`config.mk`:
```
export PLATFORM = sky130hd
export DESIGN_NAME = modsub_serial
export DESIGN_NICKNAME = d
export VERILOG_FILES = /design/src/rtl/modsub_pkg.sv /design/src/rtl/limb_addsub.sv /design/src/rtl/modsub_serial.sv
export SDC_FILE = /design/constraint.sdc
export NUM_CORES = 2
export LEC_CHECK = 0
export ABC_CLOCK_PERIOD_IN_PS = 14000
export CAP_MARGIN = 10
export CORE_AREA = 4 4 402 404
export DETAILED_ROUTE_END_ITERATION = 8
export DIE_AREA = 0 0 406 408
export PLACE_DENSITY = 0.58
export SYNTH_ARGS = -nofsm -noshare
export SYNTH_HDL_FRONTEND = slang
export SYNTH_SLANG_ARGS = --single-unit
export TNS_END_PERCENT = 30
```
`constraint.sdc`:
```
create_clock -name clk -period 14 [get_ports clk]
set_clock_uncertainty 0.15 [all_clocks]
set_input_delay 4.2 -clock clk [delete_from_list [all_inputs] [get_ports clk]]
set_output_delay 4.2 -clock clk [all_outputs]
set_load 0.05 [all_outputs]
```
`src/rtl/modsub_pkg.sv`:
```
// rtl/modsub_pkg.sv - shared types and constants for the serial modular subtractor
package modsub_pkg;

  typedef enum logic [1:0] {
    IDLE,
    SUB,
    ADDBACK,
    DONE
  } state_t;

  localparam int N_DEFAULT = 256;
  localparam int W_DEFAULT = 32;

  function automatic int limb_count(input int n, input int w);
    return n / w;
  endfunction

endpackage

```
`src/rtl/limb_addsub.sv`:
```
// rtl/limb_addsub.sv - combinational W-bit limb adder/subtractor
// For sub=1, cin/cout carry borrow semantics: s = x - y - cin, computed as x + ~y + ~cin.
module limb_addsub #(
  parameter int W = 32
) (
  input  logic [W-1:0] x,
  input  logic [W-1:0] y,
  input  logic         cin,
  input  logic         sub,
  output logic [W-1:0] s,
  output logic         cout
);

  logic [W-1:0] y_eff;
  logic         c_eff;
  logic [W:0]   sum;

  assign y_eff = sub ? ~y : y;
  assign c_eff = sub ? ~cin : cin;
  assign sum   = {1'b0, x} + {1'b0, y_eff} + {{W{1'b0}}, c_eff};
  assign s     = sum[W-1:0];
  assign cout  = sub ? ~sum[W] : sum[W];

endmodule

```
`src/rtl/modsub_serial.sv`:
```
// rtl/modsub_serial.sv - multi-cycle (a - b) mod p, one W-bit limb per cycle
// First pass subtracts; a second pass adds p back only when the first pass borrows.
module modsub_serial
  import modsub_pkg::*;
#(
  parameter int N = N_DEFAULT,
  parameter int W = W_DEFAULT
) (
  input  logic         clk,
  input  logic         rst_n,
  input  logic         in_valid,
  output logic         in_ready,
  input  logic [N-1:0] a,
  input  logic [N-1:0] b,
  input  logic [N-1:0] p,
  output logic         out_valid,
  input  logic         out_ready,
  output logic [N-1:0] result,
  output logic         underflow
);

  localparam int L  = limb_count(N, W);
  localparam int IW = (L > 1) ? $clog2(L) : 1;
  localparam logic [IW-1:0] LAST = IW'(L - 1);

  if (N % W != 0) begin : g_width_check
    $error("modsub_serial: N must be a multiple of W");
  end

  state_t        state_q, state_d;
  logic [IW-1:0] idx_q, idx_d;
  logic          cb_q, cb_d;
  logic [N-1:0]  a_q, a_d, b_q, b_d, p_q, p_d, res_q, res_d;
  logic          underflow_q, underflow_d;
  logic          out_valid_q, out_valid_d;
  logic          in_ready_q, in_ready_d;

  logic          sub_sel;
  logic [W-1:0]  x_limb, y_limb, s_limb;
  logic          cout;

  // The single limb unit reads a/b in SUB and res/p in ADDBACK.
  assign sub_sel = (state_q == SUB);
  assign x_limb  = sub_sel ? a_q[idx_q*W +: W] : res_q[idx_q*W +: W];
  assign y_limb  = sub_sel ? b_q[idx_q*W +: W] : p_q[idx_q*W +: W];

  limb_addsub #(.W(W)) u_limb (
    .x    (x_limb),
    .y    (y_limb),
    .cin  (cb_q),
    .sub  (sub_sel),
    .s    (s_limb),
    .cout (cout)
  );

  always_comb begin
    state_d     = state_q;
    idx_d       = idx_q;
    cb_d        = cb_q;
    a_d         = a_q;
    b_d         = b_q;
    p_d         = p_q;
    res_d       = res_q;
    underflow_d = underflow_q;
    out_valid_d = out_valid_q;
    in_ready_d  = in_ready_q;
    case (state_q)
      IDLE: begin
        if (in_valid) begin
          a_d        = a;
          b_d        = b;
          p_d        = p;
          idx_d      = '0;
          cb_d       = 1'b0;
          in_ready_d = 1'b0;
          state_d    = SUB;
        end
      end
      SUB: begin
        res_d[idx_q*W +: W] = s_limb;
        cb_d                = cout;
        if (idx_q == LAST) begin
          underflow_d = cout;
          idx_d       = '0;
          if (cout) begin
            cb_d    = 1'b0;
            state_d = ADDBACK;
          end else begin
            out_valid_d = 1'b1;
            state_d     = DONE;
          end
        end else begin
          idx_d = idx_q + IW'(1);
        end
      end
      ADDBACK: begin
        // Final carry-out is dropped: it only cancels the wrap from the first pass.
        res_d[idx_q*W +: W] = s_limb;
        cb_d                = cout;
        if (idx_q == LAST) begin
          idx_d       = '0;
          out_valid_d = 1'b1;
          state_d     = DONE;
        end else begin
          idx_d = idx_q + IW'(1);
        end
      end
      DONE: begin
        if (out_ready) begin
          out_valid_d = 1'b0;
          in_ready_d  = 1'b1;
          state_d     = IDLE;
        end
      end
      default: state_d = IDLE;
    endcase
  end

  always_ff @(posedge clk or negedge rst_n) begin
    if (!rst_n) begin
      state_q     <= IDLE;
      idx_q       <= '0;
      cb_q        <= 1'b0;
      a_q         <= '0;
      b_q         <= '0;
      p_q         <= '0;
      res_q       <= '0;
      underflow_q <= 1'b0;
      out_valid_q <= 1'b0;
      in_ready_q  <= 1'b1;
    end else begin
      state_q     <= state_d;
      idx_q       <= idx_d;
      cb_q        <= cb_d;
      a_q         <= a_d;
      b_q         <= b_d;
      p_q         <= p_d;
      res_q       <= res_d;
      underflow_q <= underflow_d;
      out_valid_q <= out_valid_d;
      in_ready_q  <= in_ready_d;
    end
  end

  assign in_ready  = in_ready_q;
  assign out_valid = out_valid_q;
  assign result    = res_q;
  assign underflow = underflow_q;

endmodule

```
======== Word level (Yosys, flattened, before mapping) ========
Cells that the tools add are included.
word-level totals
  bits of input ports ..................... 772
  flip-flop bits (word level) ............. 1,033
  output and inout port bits .............. 259
  word-level logic and storage cells ...... 70
cells by class
  bitwise gates (word level) .............. 3
  eq/ne operators ......................... 9
  shifts and indexed selects .............. 6
  reduce and logical (&&, ||, !) cells .... 13
  add/sub/neg operators ................... 4
  muxes and demuxes ....................... 25
operator list
  kind                                                                        count
  256-bit by 9-bit indexed part select with 32-bit output                     4
  256-bit bitwise mux                                                         1
  32-bit by 34-bit variable shift with 256-bit output (first input constant)  1
  32-bit by 34-bit indexed part select with 256-bit output                    1
  32-bit 2-to-1 mux                                                           3
  8-bit negation with 34-bit output                                           1
  32-bit by 32-bit adder with 33-bit output                                   1
  33-bit by 1-bit adder with 33-bit output                                    1
  32-bit NOT                                                                  1
  1-bit 2-to-1 mux                                                            10
  2-bit 2-to-1 mux                                                            4
  2-bit != test (second input constant)                                       4
  2-bit case mux with 4 select lines                                          1
  2-bit AND reduction                                                         4
  3-bit 2-to-1 mux                                                            2
  1-bit case mux with 3 select lines                                          2
  3-bit case mux with 2 select lines                                          1
  3-bit nonzero test                                                          2
  5-bit AND reduction                                                         1
  2-bit == test (second input constant)                                       2
  4-bit AND reduction                                                         1
  2-bit nonzero test                                                          2
  3-bit by 1-bit adder with 3-bit output (second input constant)              1
  3-bit == test (second input constant)                                       1
  7 further kinds                                                             8

======== Depth between registers and ports, before layout ========
  depth after elaboration ................. 11
  mapped depth ............................ 26

======== By module ========
A second synthesis with hierarchy kept.
unflattened totals
  cells, all modules ...................... 3,732
  area total of the unflattened synthesis .. 49,367.3 um^2
modules (own cells, without submodules)
  module         cells an instance  area each (um^2)  instances
  modsub_serial  3,420              47,142.7          1
  limb_addsub    312                2,224.6           1

======== Least setup slack after synthesis ========
OpenSTA, ideal clock, no wires.
  path type ............................... input -> register
  from .................................... in in_valid
  to ...................................... reg a_q[0]
  arrival ................................. 5.521 ns
  stages .................................. 5
  library setup time ...................... 0.125 ns
  slack ................................... 8.204 ns
  cell sequence ........................... nand2_1 clkbuf_1 clkbuf_1 clkbuf_1 mux2_2
on the way
  word-level cells in the longest chain between the ends .. 1
RTL lines
  what                                  RTL line              RTL
  start, declared                       modsub_serial.sv:11   input logic in_valid,
  2-bit AND reduction (no source line)  n/a
  end signal, assigned                  modsub_serial.sv:124  a_q <= '0;
  end signal, assigned                  modsub_serial.sv:135  a_q <= a_d;
  end, declared                         modsub_serial.sv:33   logic [N-1:0] a_q, a_d, b_q, b_d, p_q, p_d, res_q, res_d;
No other way between the ends.
A chain may end at the register's enable or synchronous reset.

======== Worst setup path after layout ========
  from .................................... reg idx_q[0]
  to ...................................... reg cb_q
on the way
  word-level cells in the longest chain between the ends .. 10
  elaborated cells between the ends (all ways) .. 15
  those cells by class .................... 2 x add/sub; 1 x eq/ne; 4 x shift; 6 x mux; 2 x bitwise
RTL lines
  what                                                     RTL line              RTL
  start, declared                                          modsub_serial.sv:31   logic [IW-1:0] idx_q, idx_d;
  start signal, assigned                                   modsub_serial.sv:133  idx_q <= idx_d;
  256-bit by 9-bit indexed part select with 32-bit output  modsub_serial.sv:45   assign y_limb = sub_sel ? b_q[idx_q*W +: W] : p_q[idx_q*W +: W];
  32-bit 2-to-1 mux                                        modsub_serial.sv:45
  32-bit NOT                                               limb_addsub.sv:18     assign y_eff = sub ? ~y : y;
  32-bit 2-to-1 mux                                        limb_addsub.sv:18
  32-bit by 32-bit adder with 33-bit output (*)            limb_addsub.sv:20     assign sum = {1'b0, x} + {1'b0, y_eff} + {{W{1'b0}}, c_eff};
  33-bit by 1-bit adder with 33-bit output (*)             limb_addsub.sv:20
  1-bit NOT                                                limb_addsub.sv:22     assign cout = sub ? ~sum[W] : sum[W];
  1-bit 2-to-1 mux (*)                                     limb_addsub.sv:22
  via cout                                                 modsub_serial.sv:40   logic cout;
  1-bit 2-to-1 mux                                         modsub_serial.sv:82   if (idx_q == LAST) begin
  1-bit case mux with 3 select lines (*)                   modsub_serial.sv:67   case (state_q)
  end signal, assigned                                     modsub_serial.sv:123  cb_q <= 1'b0;
  end signal, assigned                                     modsub_serial.sv:134  cb_q <= cb_d;
  end, declared                                            modsub_serial.sv:32   logic cb_q, cb_d;
Mark *: on every way through the listed nets, which the timed path passes. The rest lies on a longest branch.

==> summary.md <==
| Metric | Value |
|---|---|
| Ys Warns | `0` |
| Synth Flop Type | `dfrtp_1` |
| Most numerous cell on the critical path | `nand2_1` |
| CP Max Fanout | `39` |
| H-tree lvl count | `3` |
| GPL Wtd Cong | `0.887` |
| Most frequent cells in the layout | `1029 x dfrtp_1, 1029 x clkdlybuf4s50_1, 810 x mux2_2` |
| Period minus WS final | `7.57 ns` |
| R2r startpoint | `idx_q[0]` |
| DIE WIDTH | `406 um` |
| Max Slew Vio Count | `0` |
| Area added between synthesis and finish | `34.6%` |
| Critical path's largest stage delay | `0.78 ns` |
| Dpl ws | `5.75 ns` |
| Final hold vios | `0` |
| Clock tree from TritonCTS | `yes` |
| Slew margin rel. | `0.225` |
| Core area | `158000 um2` |
| Die Area | `166000 um2` |
| Setup crit end kind | `flop` |
| Via density per instance | `5.14` |
| Sink Count | `1033` |
| RSZ-0062 raised after global routing | `no` |
| Worst min path class | `reg -> reg` |
| Cells after Synth | `3372` |
| Flops & latches, synth | `1033` |
| Sequential area share after synthesis | `0.540` |
| Critical path buffers and inverters | `2` |
| Crit path launch | `idx_q[0]` |
| Initial core utilization | `0.303` |
| Most area-consuming cells after synthesis | `dfrtp_1 54%, mux2_2 19%, mux4_2 12%` |
| Die H | `408 um` |
| Max Cap Viol | `0` |
| 1st-iter DRT viols | `2468` |
| Vias | `33700` |
| EDFF count, synth | `0` |
| Crit start category | `flop` |
| Vias in the first global route | `34700` |
| Hold_sp | `out_valid` |
| FFs w/ async S/R, synth | `1.00` |
| Family with the most delay on the worst path | `compound AO/OA/AOI/OAI gates` |
| Post-Route WL | `206000 um` |
| Post-route setup slack | `6.43 ns` |
| Grt ovf | `0` |
| Pin count of the biggest net entering global routing | `169` |
| CP cell instances | `buf_4 > buf_4 > mux4_2 > nand2_1 > nand2_1 > o22ai_1 > a221oi_1 > xor2_1 > ha_1 > a21oi_1 > o21ai_0 > nor4_1 > o31ai_1 > a21oi_1 > o21ai_1 > nand3_1 > nand2_1 > ha_1 > nand2_1 > o41ai_1` |
| Post-CTS Setup Bufs | `0` |
| CTS Root Cell | `clkbuf_16` |
| Hold buffers post-CTS | `0` |
| Num CTS Buffers | `117` |
| Mapped Area | `47900 um2` |
| Gr usage total | `0.243` |
| DPL Wire Length | `158000 um` |
| Drc violations | `0` |
| Initial antenna violation count | `101` |
| Post-route ant nets | `0` |
| DRT Pass-1 Iters | `5` |
| Buffers added on ports | `1030` |
| Critical path's slowest cell | `dfrtp_4` |
| Io pins | `1031` |
| CTS max path bufs | `3` |
| CP required | `14.46 ns` |
| Outcome | `finished clean` |
| Syn_area_per_cell | `14.2 um2` |
| Site Rows | `146` |
| DR WL/cell | `31.4 um` |
| Yosys cell types | `71` |
| Maximum clock frequency | `132 MHz` |
| Final period utilization | `0.541` |
| Crit path kind | `reg -> reg` |
| Clk_lat worst skew | `0.77 ns` |
| Final setup viols | `0` |
| Layout cells sized above 1 | `0.303` |
| Clock Pin Slew Worst Setup and Hold Paths | `0.06 ns` |
| Top cell type's share of synthesized area | `0.540` |
| Slew @ Worst Pin | `1.16 ns` |
| Setup tns final | `0 ns` |
| Syn nets | `4188` |
| Cell taking the most area after synthesis | `dfrtp_1` |
| Crit path arrival time | `8.03 ns` |
| First-pass GRT wire length | `282000 um` |
| CTS resizes | `0` |
| Nets | `5156` |
## per-layer routing
layer,global-route usage,up-vias,part of all wire
li1,-,14400,-
met1,0.297,17700,0.39
met2,0.412,1223,0.50
met3,0.0570,340,0.067
met4,0.101,40,0.041
met5,0,-,0.0011
## through the flow
step | std cells | instance area [um2] | utilization | hold WS [ns]
after floorplan | 3372 | 47900 | - | 0.324
after global routing | 6543 | 64400 | 0.408 | 0.356
after detailed placement | 6293 | 60300 | 0.382 | 0.327
after CTS | 6509 | 64300 | 0.407 | 0.347
after global placement | 6293 | 60300 | 0.382 | 0.327
final | 6558 | 64400 | 0.408 | 0.338
## synth_stat cells, drive strengths merged (9+ instances only)
cell type,number
xor2,45
nand3,10
inv,13
mux2,813
o21ai,195
nand2b,13
or2,9
nor2,18
o22ai,38
a221oi,38
clkbuf,173
buf,68
dfrtp,1032
xnor2,19
nand2,369
a21oi,37
ha,42
mux2i,75
mux4,246
o31ai,44
## worst register-to-register path: stages (launching register included)
cell and delay [ns]:
dfrtp_4 0.78, buf_4 0.76, buf_4 0.83, mux4_2 0.62, nand2_1 0.12, nand2_1 0.15, o22ai_1 0.73, a221oi_1 0.29
xor2_1 0.23, ha_1 0.41, a21oi_1 0.21, o21ai_0 0.21, nor4_1 0.40, o31ai_1 0.13, a21oi_1 0.22, o21ai_1 0.19
nand3_1 0.18, nand2_1 0.09, ha_1 0.31, nand2_1 0.06, o41ai_1 0.36
## state kept, by name (all words and copies together), names as in the netlist
register	flops
in_ready	1
out_valid	1
result	256
idx_q	3
b_q	256
underflow	1
a_q	256
state_q	2
cb_q	1
p_q	256
## kinds of logic after synthesis
family                   count (synthesis)  synth area share
AO/OA/AOI/OAI                          389            0.0504
buffers and inverters                  254            0.0232
XOR/XNOR                                64            0.0123
flip-flops                            1033             0.540
AND/OR/NAND/NOR                        454            0.0394
adder cells (fa/ha/maj)                 44            0.0118
multiplexers                          1134             0.323
## path summary, 6_finish.rpt
path / to / slack (ns) / cells after the start
worst max-delay path: cb_q / 6.43 / 20
worst min-delay path: out_valid / 0.34 / 2
worst max register to register: cb_q / 6.43 / 20
worst min register to register: out_valid / 0.34 / 2
max in group asynchronous: b_q[198] / 7.86 / 4
min in group asynchronous: b_q[180] / 3.33 / 1
## final cells by class
| cell class | count | area [um2] |
|---|---|---|
| clock buffers | 171 | 3350 |
| inverters | 13 | 51.3 |
| diodes | 49 | 123 |
| clock inverters | 45 | 647 |
| multi-input cells | 2085 | 21000 |
| well taps | 2072 | 2590 |
| fillers | 15000 | 93400 |
| repair buffers | 1090 | 10800 |
| flip-flops and latches | 1033 | 25900 |
Power is left out: the tool's default activity adds up to more than one toggle a clock period on the data nets, which glitch-free logic cannot reach.
